==> config.mk <==
export PLATFORM = sky130hd
export DESIGN_NAME = vga_scanout
export DESIGN_NICKNAME = d
export VERILOG_FILES = /design/src/rtl/vga_scanout.sv
export SDC_FILE = /design/constraint.sdc
export NUM_CORES = 1
export LEC_CHECK = 0
export ABC_AREA = 1
export CAP_MARGIN = 20
export CORE_MARGIN = 2
export CORE_UTILIZATION = 58
export DETAILED_ROUTE_END_ITERATION = 7
export HOLD_SLACK_MARGIN = 0.12
export PLACE_DENSITY = 0.78
export SYNTH_ARGS = -nofsm -noshare
export SYNTH_HDL_FRONTEND = slang
export SYNTH_SLANG_ARGS = --single-unit
==> constraint.sdc <==
create_clock -name i_clk -period 6.2 [get_ports i_clk]
set_input_delay 0.62 -clock i_clk [delete_from_list [all_inputs] [get_ports i_clk]]
set_output_delay 0.62 -clock i_clk [all_outputs]
set_load 0.05 [all_outputs]
==> src/rtl/vga_scanout.sv <==
// vga_scanout: VGA timing, framebuffer prefetch into a line FIFO, and
// 16-bit pixel to 24-bit RGB expansion with integer scaling.
// Ports: i_clk, i_reset (sync, active high); i_display_offset, i_mode
// (frame base / RGB555 select, latched at frame start); o_rd_req,
// o_rd_addr, i_rd_ack, i_rd_valid, i_rd_data (in-order memory reads);
// i_underflow_clr, o_underflow (sticky starvation flag);
// o_vga_r/g/b, o_vga_blank_n, o_vga_sync_n, o_vga_hs, o_vga_vs (DAC pins).
module vga_scanout #(
    parameter int H_ACTIVE    = 640,
    parameter int H_FP        = 16,
    parameter int H_SYNC      = 96,
    parameter int H_BP        = 48,
    parameter int V_ACTIVE    = 480,
    parameter int V_FP        = 10,
    parameter int V_SYNC      = 2,
    parameter int V_BP        = 33,
    parameter bit SYNC_POL    = 1'b0,
    parameter int ADDR_W      = 18,
    parameter int FB_WIDTH    = 320,
    parameter int SCALE_SHIFT = 1,
    parameter int FIFO_DEPTH  = 16
) (
    input  logic              i_clk,
    input  logic              i_reset,
    input  logic [ADDR_W-1:0] i_display_offset,
    input  logic              i_mode,
    output logic              o_rd_req,
    output logic [ADDR_W-1:0] o_rd_addr,
    input  logic              i_rd_ack,
    input  logic              i_rd_valid,
    input  logic [15:0]       i_rd_data,
    input  logic              i_underflow_clr,
    output logic              o_underflow,
    output logic [7:0]        o_vga_r,
    output logic [7:0]        o_vga_g,
    output logic [7:0]        o_vga_b,
    output logic              o_vga_blank_n,
    output logic              o_vga_sync_n,
    output logic              o_vga_hs,
    output logic              o_vga_vs
);
    localparam int H_TOTAL = H_ACTIVE + H_FP + H_SYNC + H_BP;
    localparam int V_TOTAL = V_ACTIVE + V_FP + V_SYNC + V_BP;
    localparam int HW      = $clog2(H_TOTAL);
    localparam int VW      = $clog2(V_TOTAL);
    localparam int WW      = $clog2(FB_WIDTH + 1);
    localparam int PW      = $clog2(FIFO_DEPTH);
    localparam int CW      = PW + 1;
    localparam int SMASK   = (1 << SCALE_SHIFT) - 1;
    localparam int HS_BEG  = H_ACTIVE + H_FP;
    localparam int VS_BEG  = V_ACTIVE + V_FP;

    logic [HW-1:0]     h_q, h_d;
    logic [VW-1:0]     v_q, v_d;
    logic [ADDR_W-1:0] offset_q, offset_d;
    logic [ADDR_W-1:0] row_base_q, row_base_d;
    logic              mode_q, mode_d;
    logic [WW-1:0]     word_q, word_d;
    logic [CW-1:0]     count_q, count_d;
    logic [CW-1:0]     inflight_q, inflight_d;
    logic [CW-1:0]     drop_q, drop_d;
    logic [PW-1:0]     wptr_q, wptr_d;
    logic [PW-1:0]     rptr_q, rptr_d;
    logic [15:0]       mem_q [FIFO_DEPTH];
    logic              underflow_q, underflow_d;
    logic [7:0]        r_q, r_d, g_q, g_d, b_q, b_d;
    logic              blank_q, blank_d;
    logic              hs_q, hs_d, vs_q, vs_d;

    int                hi, vi, ti;
    logic [VW-1:0]     t_line;
    logic [CW:0]       occ;
    logic              line_start, visible, ack, push, pop, starve;
    logic [15:0]       head;
    logic [7:0]        ex_r, ex_g, ex_b;

    assign hi = int'(h_q);
    assign vi = int'(v_q);
    // Line being prepared at the line-start event.
    assign t_line = (vi == V_TOTAL - 1) ? '0 : v_q + 1'b1;
    assign ti = int'(t_line);

    assign line_start = (hi == H_ACTIVE);
    assign visible = (hi < H_ACTIVE) && (vi < V_ACTIVE);
    assign starve = visible && (count_q == '0);
    // Pop after the last replicated copy of the head word.
    assign pop = visible && (count_q != '0)
               && ((h_q & HW'(SMASK)) == HW'(SMASK));
    // Words landing on a line start belong to the old line.
    assign push = i_rd_valid && (drop_q == '0) && !line_start;

    // FIFO space is reserved at request time so pushes never overflow.
    assign occ = {1'b0, count_q} + {1'b0, inflight_q};
    assign o_rd_req = (word_q < WW'(FB_WIDTH))
                    && (occ < (CW+1)'(FIFO_DEPTH));
    assign o_rd_addr = offset_q + row_base_q + ADDR_W'(word_q);
    assign ack = o_rd_req && i_rd_ack;

    assign head = mem_q[rptr_q];

    always_comb begin
        ex_b = {head[4:0], head[4:2]};
        if (mode_q) begin
            ex_r = {head[14:10], head[14:12]};
            ex_g = {head[9:5], head[9:7]};
        end else begin
            ex_r = {head[15:11], head[15:13]};
            ex_g = {head[10:5], head[10:9]};
        end
    end

    always_comb begin
        h_d = h_q + 1'b1;
        v_d = v_q;
        if (hi == H_TOTAL - 1) begin
            h_d = '0;
            v_d = t_line;
        end

        offset_d   = offset_q;
        mode_d     = mode_q;
        row_base_d = row_base_q;
        word_d     = word_q + WW'(ack);
        inflight_d = inflight_q + CW'(ack) - CW'(i_rd_valid);
        drop_d     = drop_q;
        if (i_rd_valid && (drop_q != '0))
            drop_d = drop_q - 1'b1;
        wptr_d  = wptr_q + PW'(push);
        rptr_d  = rptr_q + PW'(pop);
        count_d = count_q + CW'(push) - CW'(pop);

        if (line_start) begin
            wptr_d  = '0;
            rptr_d  = '0;
            count_d = '0;
            // Everything still owed by memory, including an ack taken now.
            drop_d  = inflight_d;
            word_d  = (ti < V_ACTIVE) ? '0 : WW'(FB_WIDTH);
            if (ti == 0) begin
                offset_d   = i_display_offset;
                mode_d     = i_mode;
                row_base_d = '0;
            end else if ((t_line & VW'(SMASK)) == '0) begin
                row_base_d = row_base_q + ADDR_W'(FB_WIDTH);
            end
        end

        underflow_d = underflow_q;
        if (starve)
            underflow_d = 1'b1;
        else if (i_underflow_clr)
            underflow_d = 1'b0;

        r_d = '0;
        g_d = '0;
        b_d = '0;
        if (visible && !starve) begin
            r_d = ex_r;
            g_d = ex_g;
            b_d = ex_b;
        end
        blank_d = visible;
        hs_d = (hi >= HS_BEG && hi < HS_BEG + H_SYNC) ? SYNC_POL : ~SYNC_POL;
        vs_d = (vi >= VS_BEG && vi < VS_BEG + V_SYNC) ? SYNC_POL : ~SYNC_POL;
    end

    always_ff @(posedge i_clk) begin
        if (i_reset) begin
            h_q         <= HW'(H_ACTIVE);
            v_q         <= VW'(V_TOTAL - 1);
            offset_q    <= '0;
            mode_q      <= 1'b0;
            row_base_q  <= '0;
            word_q      <= WW'(FB_WIDTH);
            inflight_q  <= '0;
            drop_q      <= '0;
            count_q     <= '0;
            wptr_q      <= '0;
            rptr_q      <= '0;
            underflow_q <= 1'b0;
            r_q         <= '0;
            g_q         <= '0;
            b_q         <= '0;
            blank_q     <= 1'b0;
            hs_q        <= ~SYNC_POL;
            vs_q        <= ~SYNC_POL;
        end else begin
            h_q         <= h_d;
            v_q         <= v_d;
            offset_q    <= offset_d;
            mode_q      <= mode_d;
            row_base_q  <= row_base_d;
            word_q      <= word_d;
            inflight_q  <= inflight_d;
            drop_q      <= drop_d;
            count_q     <= count_d;
            wptr_q      <= wptr_d;
            rptr_q      <= rptr_d;
            underflow_q <= underflow_d;
            r_q         <= r_d;
            g_q         <= g_d;
            b_q         <= b_d;
            blank_q     <= blank_d;
            hs_q        <= hs_d;
            vs_q        <= vs_d;
        end
    end

    always_ff @(posedge i_clk) begin
        if (push)
            mem_q[wptr_q] <= i_rd_data;
    end

    assign o_underflow   = underflow_q;
    assign o_vga_r       = r_q;
    assign o_vga_g       = g_q;
    assign o_vga_b       = b_q;
    assign o_vga_blank_n = blank_q;
    assign o_vga_sync_n  = 1'b0;
    assign o_vga_hs      = hs_q;
    assign o_vga_vs      = vs_q;
endmodule
==> flow_summary_export.csv <==
group,metric,value,unit
power_and_ir_drop,netSwitchingFraction,25.0,%
worst_hold_path,hold_path.class,"reg -> reg",
finish,fin_area,18800,um^2
placement,place.gp.congestion,0.896,
die,ios,88,
clocking,clock_latency,0.52,ns
drt,wl_per_cell,17.9,um
outcome,status,"finished clean",
clocking,numCtsBuffers,37,
power_and_ir_drop,power_density,295,nW/um^2
worst_setup_path,cp_top_family,"buffers and inverters",
worst_setup_path,worstPathMaxFanout,5,
logic_synthesis,dominantRegCellSynth,"edfxtp_1",
finish,final_cell_mix,"edfxtp_1, nor2_1, nand2_1",
grt,grt_overflow_total,0,
worst_setup_path,crit_chain,"fa_1 > ha_1 > a21o_1 > nand2_1 > nand3_1 > a21oi_1 > inv_1 > nand2_1 > nand4_1 > nand2_1 > clkdlybuf4s50_1",
worst_setup_path,cp.arrival,3.57,ns
timing,finalCritPeriodShare,67.7,%
drt,dr.pass1.iters,5,
logic_synthesis,synth_top_family_by_area,"simple AND/OR/NAND/NOR gates",
power_and_ir_drop,pwr-share-comb,12.4,%
clocking,clock_path_buffers,3,
worst_setup_path,crit_path_end_kind,"primary output",
power_and_ir_drop,power_frac_seq,48.6,%
timing,hold_viol_final,0,
timing,min_period,4.19,ns
finish,final_nets,1820,
timing,setup-tns-final,0,ns
timing,finClkSkew,0.0115,ns
logic_synthesis,synth-compound-area-share,11.3,%
logic_synthesis,ys_warn_count,0,
power_and_ir_drop,p_switching,1.38,mW
clocking,clock_sinks,361,
timing,rsz0062_at_grt,"false",
finish,antennaDiodeCount,0,
placement,place_area,17600,um^2
logic_synthesis,synth-edff-count,256,
drt,final_antenna_net_count,0,
grt,grt_pass1_wl,59200,um
grt,grt_use_total,25.9,%
finish,syn_to_final_growth,14.6,%
die,core_area,27800,um^2
clocking,cts_hold_buf,0,
die,die_y,172,um
logic_synthesis,synth_cells,1645,
grt,grt_pass1_vias,11600,
timing,slew_viol_final,0,
logic_synthesis,synth-seq-cells,361,
logic_synthesis,synthAdderAreaFrac,5.08,%
timing,fmax,238,MHz
placement,io_buffers,86,
logic_synthesis,async_reset_ff_share,0,%
job,cap_violations,0,
power_and_ir_drop,p_leak,7.21,nW
logic_synthesis,syn_avg_cell_area,9.97,um^2
worst_setup_path,crit_path_start_kind,"register",
worst_setup_path,cp_slowest_cell,"clkdlybuf4s50_1",
clocking,cts_resized,0,
die,die_x,172,um
power_and_ir_drop,intPower,4.16,mW
worst_setup_path,critPathMaxStageDelay,0.81,ns
power_and_ir_drop,clockPowerShare,39.0,%
timing,tightestPinTransition,1.03,ns
logic_synthesis,yosysSeqAreaShare,59.7,%
grt,antenna_found_initial,1,
worst_setup_path,crit_buf_inv,2,
timing,setup_viol,0,
drt,vias_per_cell,5.71,
clocking,post_cts_buffers,0,
logic_synthesis,synthSimpleGateAreaFrac,16.1,%
logic_synthesis,syn_area,16400,um^2
logic_synthesis,synth-xor-area-share,1.66,%
placement,dp_hpwl,22800,um
grt,grt_max_degree,101,
clocking,clockRootBuffer,"clkbuf_16",
die,initial_utilization,59.0,%
die,die-area,29600,um^2
worst_setup_path,cp_common_cell,"nand2_1",
timing,slew_headroom,31.5,%
power_and_ir_drop,peakVddDrop,0.260,mV
logic_synthesis,synth_nets,1748,
clocking,cts_tree,"built",
finish,layout-drive-gt1-share,7.79,%
worst_setup_path,critPathKind,"reg -> out",
clocking,path_clk_slew,0.06,ns
worst_setup_path,required,5.58,ns
drt,route.vias.total,12100,
logic_synthesis,synthMuxAreaShare,0,%
drt,drc,0,
finish,final_common_cell,"edfxtp_1",
clocking,cts-htree-levels,2,
drt,wirelength,38000,um
die,core.rowCount,61,
drt,drtIter0Drc,1153,
logic_synthesis,synth_cell_types,46,
## flip-flops by register name, indices dropped and copies added, names as in the netlist, 4 cells and up
name,count
h_q,10
o_vga_g,8
mem_q,256
row_base_q,12
o_vga_b,5
rptr_q,4
drop_q,5
word_q,9
wptr_q,4
count_q,5
o_vga_r,5
v_q,10
inflight_q,5
offset_q,18
## tightest hold or removal path, cell delays in order, from the launching register on
cell     delay, ns
dfxtp_1       0.31
nand2_1       0.06
a21oi_1       0.06
## cells in the mapped netlist, types with 7 or more instances
library cell / number / area share, %
buf_2: 14 / 0.43
inv_1: 166 / 3.8
nand3_1: 67 / 2.0
buf_4: 12 / 0.55
o221ai_1: 9 / 0.48
ha_1: 57 / 4.3
a21oi_1: 58 / 1.8
nor2_1: 265 / 6.1
nor3_1: 17 / 0.52
a31oi_1: 7 / 0.27
nand2_1: 201 / 4.6
dfxtp_1: 105 / 13
nand4_1: 28 / 1.1
nand2_2: 14 / 0.53
o21ai_0: 169 / 5.2
o211ai_1: 45 / 2.1
xnor2_1: 10 / 0.53
o22ai_1: 25 / 0.95
clkbuf_1: 43 / 0.98
edfxtp_1: 256 / 47
xor2_1: 21 / 1.1
## logic make-up after synthesis
family | count (synthesis)
AO/OA/AOI/OAI | 327
other | 1
flip-flops | 361
AND/OR/NAND/NOR | 613
buffers and inverters | 249
adder cells (fa/ha/maj) | 63
XOR/XNOR | 31
## cell type report
type	count	area (um^2)
Fill cell	2089	8980
Inverter	172	647
Clock inverter	16	148
Timing Repair Buffer	110	1060
Multi-Input combinational cell	1035	5640
Tap cell	378	473
Sequential cell	361	9790
Clock buffer	51	1040
## path summary, 6_finish.rpt
path,slack [ns],cells past startpoint,startpoint,to
setup reg to reg,3.10,16,count_q[1],drop_q[4]
hold reg to reg,0.47,2,drop_q[1],drop_q[1]
hold / removal,0.47,2,drop_q[1],drop_q[1]
setup / recovery,2.01,11,row_base_q[6],o_rd_addr[17]
## routing by layer
metal | vias up | wire length [um] | global-route usage (%) | part of all wire (%)
li1 | 5791 | - | - | -
met1 | 5746 | 15200 | 33.1 | 40
met2 | 467 | 18300 | 43.5 | 48
met3 | 114 | 3040 | 5.06 | 8.0
met4 | 2 | 1450 | 10.6 | 3.8
met5 | - | 11 | 0 | 0.029
## power groups by stage
| stage | Sequential, mW | Combinational [mW] | Clock (mW) |
|---|---|---|---|
| after floorplan | 2.73 | 0.481 | 0 |
| after global placement | 2.74 | 0.663 | 0 |
| after detailed placement | 2.75 | 0.677 | 0 |
| after CTS | 2.69 | 0.685 | 2.19 |
| after global routing | 2.70 | 0.761 | 2.28 |
| final | 2.69 | 0.686 | 2.16 |
## stage by stage
stage	utilization (%)	std cells	total power, mW	hold WS, ns	worst slack [ns]
after floorplan	-	1645	3.22	0.430	3.06
after global placement	63.3	2055	3.41	0.443	2.61
after detailed placement	63.3	2055	3.42	0.460	2.53
after CTS	67.6	2122	5.57	0.472	1.99
after global routing	67.7	2123	5.75	0.511	1.79
final	67.7	2123	5.54	0.473	2.01
(Power assumes the default switching activity.)
